**config.mk**
```make
export PLATFORM = sky130hd
export DESIGN_NAME = uart_tx_fifo
export DESIGN_NICKNAME = d
export VERILOG_FILES = /design/src/rtl/uart_tx_fifo.sv
export SDC_FILE = /design/constraint.sdc
export NUM_CORES = 1
export LEC_CHECK = 0
export ABC_AREA = 1
export CORE_AREA = 2 2 119 121
export CTS_CLUSTER_DIAMETER = 150
export DETAILED_ROUTE_END_ITERATION = 8
export DIE_AREA = 0 0 121 123
export PLACE_DENSITY = 0.76
export SETUP_SLACK_MARGIN = 0.4
export SYNTH_ARGS = -nofsm -noshare
export SYNTH_HDL_FRONTEND = slang
export SYNTH_SLANG_ARGS = --single-unit
```
**constraint.sdc**
```tcl
create_clock -name clk -period 3.9 [get_ports clk]
set_input_delay 1.17 -clock clk [delete_from_list [all_inputs] [get_ports clk]]
set_output_delay 1.17 -clock clk [all_outputs]
set_load 0.005 [all_outputs]
```
**src/rtl/uart_tx_fifo.sv**
```systemverilog
// UART transmitter with a byte FIFO in front of it.
// Sends 8N1 frames, LSB first, with DELAY_FRAMES clock cycles per bit.
// When more bytes are queued, frames go out back to back with no idle gap.
module uart_tx_fifo #(
  parameter int DELAY_FRAMES = 234,
  parameter int FIFO_DEPTH   = 16
) (
  input  logic                        clk,
  input  logic                        rst_n,
  input  logic [7:0]                  in_data,
  input  logic                        in_valid,
  output logic                        in_ready,
  output logic                        uart_tx,
  output logic                        busy,
  output logic [$clog2(FIFO_DEPTH):0] fifo_count
);

  localparam int AW = $clog2(FIFO_DEPTH);
  localparam int CW = $clog2(DELAY_FRAMES);
  localparam logic [CW-1:0] LAST_CYCLE = CW'(DELAY_FRAMES - 1);
  localparam logic [AW:0]   DEPTH      = (AW + 1)'(FIFO_DEPTH);

  typedef enum logic [1:0] {IDLE, START, DATA, STOP} state_t;

  state_t        state, stateNext;
  logic [7:0]    mem [FIFO_DEPTH];
  logic [AW-1:0] wrPtr, rdPtr;
  logic [AW:0]   count;
  logic [CW-1:0] cycleCnt, cycleNext;
  logic [2:0]    bitCnt, bitNext;
  logic [7:0]    shiftReg, shiftNext;
  logic          txReg, txNext;
  logic          push, pop;

  // A full FIFO never accepts, even in the cycle it pops (no bypass path).
  assign in_ready   = rst_n && (count < DEPTH);
  assign push       = in_valid && in_ready;
  assign uart_tx    = txReg;
  assign busy       = (state != IDLE) || (count != '0);
  assign fifo_count = count;

  // Byte storage; contents are only meaningful between the pointers.
  always_ff @(posedge clk) begin
    if (push) mem[wrPtr] <= in_data;
  end

  // FIFO pointers and occupancy; push and pop in one cycle cancel out.
  always_ff @(posedge clk or negedge rst_n) begin
    if (!rst_n) begin
      wrPtr <= '0;
      rdPtr <= '0;
      count <= '0;
    end else begin
      if (push) wrPtr <= wrPtr + 1'b1;
      if (pop)  rdPtr <= rdPtr + 1'b1;
      case ({push, pop})
        2'b10:   count <= count + 1'b1;
        2'b01:   count <= count - 1'b1;
        default: count <= count;
      endcase
    end
  end

  // Transmit FSM state, bit timing and registered line level.
  always_ff @(posedge clk or negedge rst_n) begin
    if (!rst_n) begin
      state    <= IDLE;
      cycleCnt <= '0;
      bitCnt   <= '0;
      txReg    <= 1'b1;
    end else begin
      state    <= stateNext;
      cycleCnt <= cycleNext;
      bitCnt   <= bitNext;
      txReg    <= txNext;
    end
  end

  // Shift register holds the frame byte; bit 0 is always the bit on the line.
  always_ff @(posedge clk) begin
    shiftReg <= shiftNext;
  end

  // Next-state logic; txNext is the level of the cycle being entered so the
  // registered output lines up exactly with the state it belongs to.
  always_comb begin
    stateNext = state;
    cycleNext = cycleCnt;
    bitNext   = bitCnt;
    shiftNext = shiftReg;
    txNext    = txReg;
    pop       = 1'b0;
    case (state)
      IDLE: begin
        txNext = 1'b1;
        if (count != '0) begin
          pop       = 1'b1;
          stateNext = START;
          cycleNext = '0;
          bitNext   = '0;
          shiftNext = mem[rdPtr];
          txNext    = 1'b0;
        end
      end
      START: begin
        if (cycleCnt == LAST_CYCLE) begin
          stateNext = DATA;
          cycleNext = '0;
          txNext    = shiftReg[0];
        end else begin
          cycleNext = cycleCnt + 1'b1;
          txNext    = 1'b0;
        end
      end
      DATA: begin
        if (cycleCnt == LAST_CYCLE) begin
          cycleNext = '0;
          if (bitCnt == 3'd7) begin
            stateNext = STOP;
            txNext    = 1'b1;
          end else begin
            bitNext   = bitCnt + 1'b1;
            shiftNext = {1'b0, shiftReg[7:1]};
            txNext    = shiftReg[1];
          end
        end else begin
          cycleNext = cycleCnt + 1'b1;
        end
      end
      STOP: begin
        txNext = 1'b1;
        if (cycleCnt == LAST_CYCLE) begin
          cycleNext = '0;
          if (count != '0) begin
            pop       = 1'b1;
            stateNext = START;
            bitNext   = '0;
            shiftNext = mem[rdPtr];
            txNext    = 1'b0;
          end else begin
            stateNext = IDLE;
          end
        end else begin
          cycleNext = cycleCnt + 1'b1;
        end
      end
      default: begin
        stateNext = IDLE;
        txNext    = 1'b1;
      end
    endcase
  end

endmodule
```
==> results by group <==
Logic synthesis
  • Area fraction in compound gates after synthesis: 1.95%
  • Synthesized-area fraction occupied by and/or/nand/nor cells: 23.4%
  • Yosys Warn Count: 0
  • Library cell occupying the most area in the post-synthesis netlist: sky130_fd_sc_hd__edfxtp_1
  • Post-synthesis average cell area: 10.1 sq um
  • Most area-consuming cells after synthesis: sky130_fd_sc_hd__edfxtp_1, sky130_fd_sc_hd__nand2_1, sky130_fd_sc_hd__dfrtp_1
  • Area share of the leading cell type in the synthesized netlist: 55.4%
  • Cell variety after synth: 29
  • Post-synthesis cell area: 7370 sq um
  • Dominant combinational cell family by area after synthesis: simple AND/OR/NAND/NOR gates
  • Post-synthesis xor/xnor area fraction: 1.66%
  • Share of synthesized area spent on multiplexers: 0%
  • Most used flip-flop cell after synthesis: sky130_fd_sc_hd__edfxtp_1
  • Number of instances in the synthesized netlist: 728
  • Post-Synth Adder-Cell Area: 3.05%
  • Post-synthesis sequential element count: 163
  • Most common library cells after synthesis: sky130_fd_sc_hd__nand2_1, sky130_fd_sc_hd__edfxtp_1, sky130_fd_sc_hd__nand3_1
  • Post-synthesis async set-or-reset flop share: 16.6%
  • Most used standard cell by instance count after synthesis: sky130_fd_sc_hd__nand2_1
  • Nets in the synthesized netlist: 757
  • Sequential area share after synthesis: 64.6%
  • Number of flops mapped to enable cells by yosys: 136

Clocking
  • Clock latency reported for the late side of the worst-skew pair: 0.43 ns
  • Number of levels in the clock H-tree: 4
  • Max Root-Sink Buffers: 2
  • CTS Root Buffer Type: sky130_fd_sc_hd__clkbuf_16
  • Clk pin slew, worst setup/hold paths: 0.06 ns
  • TritonCTS clock tree: yes
  • Count of buffers added by post-CTS timing repair for setup: 0
  • CTS Hold Bufs: 0
  • CTS Sinks: 163
  • CTS buffer count: 17

Die
  • Area enclosed by the die boundary: 14900 sq um
  • # IOs: 19
  • Core Footprint: 13600 sq um
  • Initial Utilization: 54.2%
  • Die Y-Extent: 123 microns
  • Die Span X: 121 microns
  • Std cell rows: 43

Job
  • Count of maximum capacitance violations: 0

Cells and area
  • Combined area of the multi-input logic cells: 2210 sq um
  • Sequential cell area in the final layout: 4760 sq um
  • Final Net Count: 785
  • Number of fillers in the final layout: 1056
  • Fraction of layout instances using a drive strength above 1: 7.93%
  • Synthesis-to-finish area growth: 12.9%
  • Ant diodes: 0

Global routing
  • Global-route wire length before repair: 24500 microns
  • Remaining global-route overflow: 0
  • Antenna violations before repair: 0
  • Via count of the first global-routing pass: 5101
  • Largest net degree at the start of global routing: 67
  • Total global-route track usage: 22.2%

Worst setup path
  • Worst setup path category: reg2out
  • Worst Path Required: 2.73 ns
  • CP startpoint kind: flop
  • Worst path arrival time: 2.08 ns
  • Kind of end point of the critical path: output port
  • Critical Path Fanout Max: 7

Pwr
  • Leakage: 0.00352 uW
  • Share of power burned in combinational logic: 32.9%
  • NetSw: 2150 uW
  • Relative contribution of the clock network to total power: 27.8%
  • Share of total power in sequential cells: 39.2%
  • Pwr dens: 706 nW/um^2
  • Design internal power: 3720 uW
  • Switch share: 36.7%
  • Max VDD drop: 0.000447 V

Placement
  • Number of buffers added on ports: 18
  • Placer Congestion: 0.866
  • Detailed placement HPWL: 9820 microns

Routing
  • Wire length reported by the detailed router: 15300 microns
  • Number of vias per cell: 5.34
  • Vias: 5071
  • Initial DRT Pass Iterations: 6
  • Number of design rule violations left after detail routing: 0
  • Number of DRC violations after detailed-routing iteration 0: 339
  • Average routed wire per standard cell: 16.1 microns
  • Antenna Nets Post-Route: 0

STA
  • Highest clock rate: 0.308 GHz
  • Worst-Margin Slew: 1.12 ns
  • Rel. slew slack: 25.4%
  • Setup skew after layout: 0.00616 ns
  • Slew Viols, Final: 0
  • Setup-failing EPs final: 0
  • Tightest hold margin: 0.500 ns
  • Min Tclk post-route: 3.25 ns
  • Fin. Hold Viols: 0
  • Setup repair after global routing missed its margin: false
  • Total negative slack for setup checks: 0 ns
  • Final Cycle Share: 83.3%

Run status
  • Run status: completed

Worst hold path
  • Hold Crit Class: reg2reg
-- cell usage in the layout (no fill, tap or decap), drive strengths merged, types with 2 or more instances in the layout --
cell type        n
buf             14
inv             70
nor2            64
clkbuf          17
edfxtp         136
o21ai           21
bufinv           2
ha              18
clkdlybuf4s50   17
clkinv           7
nand3           86
nand2          261
xnor2            4
o22ai            3
dfrtp           26
xor2            10
clkinvlp         3
nand3b           2
-- final timing paths --
path / start / to / slack, ns / cells past startpoint
setup / recovery: state[0] / busy / 0.65 / 6
hold / removal: uart_tx / uart_tx / 0.50 / 2
setup reg to reg: cycleCnt[3] / fifo_count[4] / 1.18 / 19
hold reg to reg: uart_tx / uart_tx / 0.50 / 2
max in group asynchronous: rst_n / uart_tx / 2.42 / 2
min in group asynchronous: rst_n / fifo_count[0] / 1.16 / 2
-- cell families (layout without fill, tap and decap cells) --
family,after synthesis,in the layout
AO/OA/AOI/OAI,27,27
flip-flops,163,163
AND/OR/NAND/NOR,416,416
buffers and inverters,90,131
XOR/XNOR,14,14
adder cells (fa/ha/maj),18,18
-- critical path: stages (launching register included) --
cell                              delay, ns
sky130_fd_sc_hd__dfrtp_1               0.42
sky130_fd_sc_hd__inv_1                 0.14
sky130_fd_sc_hd__ha_1                  0.24
sky130_fd_sc_hd__inv_1                 0.09
sky130_fd_sc_hd__nor2_4                0.19
sky130_fd_sc_hd__inv_1                 0.12
sky130_fd_sc_hd__clkdlybuf4s50_1       0.45
-- per-layer routing --
metal	wire length, microns	GRT usage [%]	part of all wire [%]	up-vias
met5	0	0	0	-
met3	784	4.24	5.1	38
met1	6110	26.1	40	2438
met4	446	11.8	2.9	0
met2	7920	38.7	52	151
li1	-	-	-	2444
-- repair_timing --
action,4_1_cts,5_1_grt
hold endpoints to repair,0,0
resized for setup,1,0
setup endpoints to repair,1,0
-- power by group through the flow --
stage | clock network (uW) | registers [uW] | logic [uW]
after global routing | 1720 | 2330 | 2220
after global placement | 0 | 2330 | 1840
after floorplan | 0 | 2280 | 1480
after CTS | 1650 | 2310 | 1940
after detailed placement | 0 | 2340 | 1920
final | 1630 | 2310 | 1940
-- registers in the layout, indices dropped and copies added, names as in the netlist --
register,cells
mem,128
cycleCnt,8
shiftReg,8
fifo_count,5
rdPtr,4
wrPtr,4
bitCnt,3
state,2
uart_tx,1
-- through the flow --
step,power [uW],utilization [%],instances,cell area (sq um),setup slack [ns]
floorplan,3760,-,728,7370,1.29
global placement,4170,56.9,917,7740,0.356
detailed placement,4270,56.9,917,7740,0.376
CTS,5900,61.1,949,8320,0.638
global route,6270,61.1,949,8320,0.510
finish,5880,61.1,949,8320,0.653
-- area by class of cell --
| type | count | share of cell area, % |
|---|---|---|
| Clock inverter | 15 | 1.91 |
| Clock buffer | 17 | 5.11 |
| Multi-Input combinational cell | 475 | 26.6 |
| Inverter | 67 | 3.02 |
| Tap cell | 180 | 2.71 |
| Sequential cell | 163 | 57.2 |
| Timing Repair Buffer | 32 | 3.41 |
(Power assumes the default switching activity.)
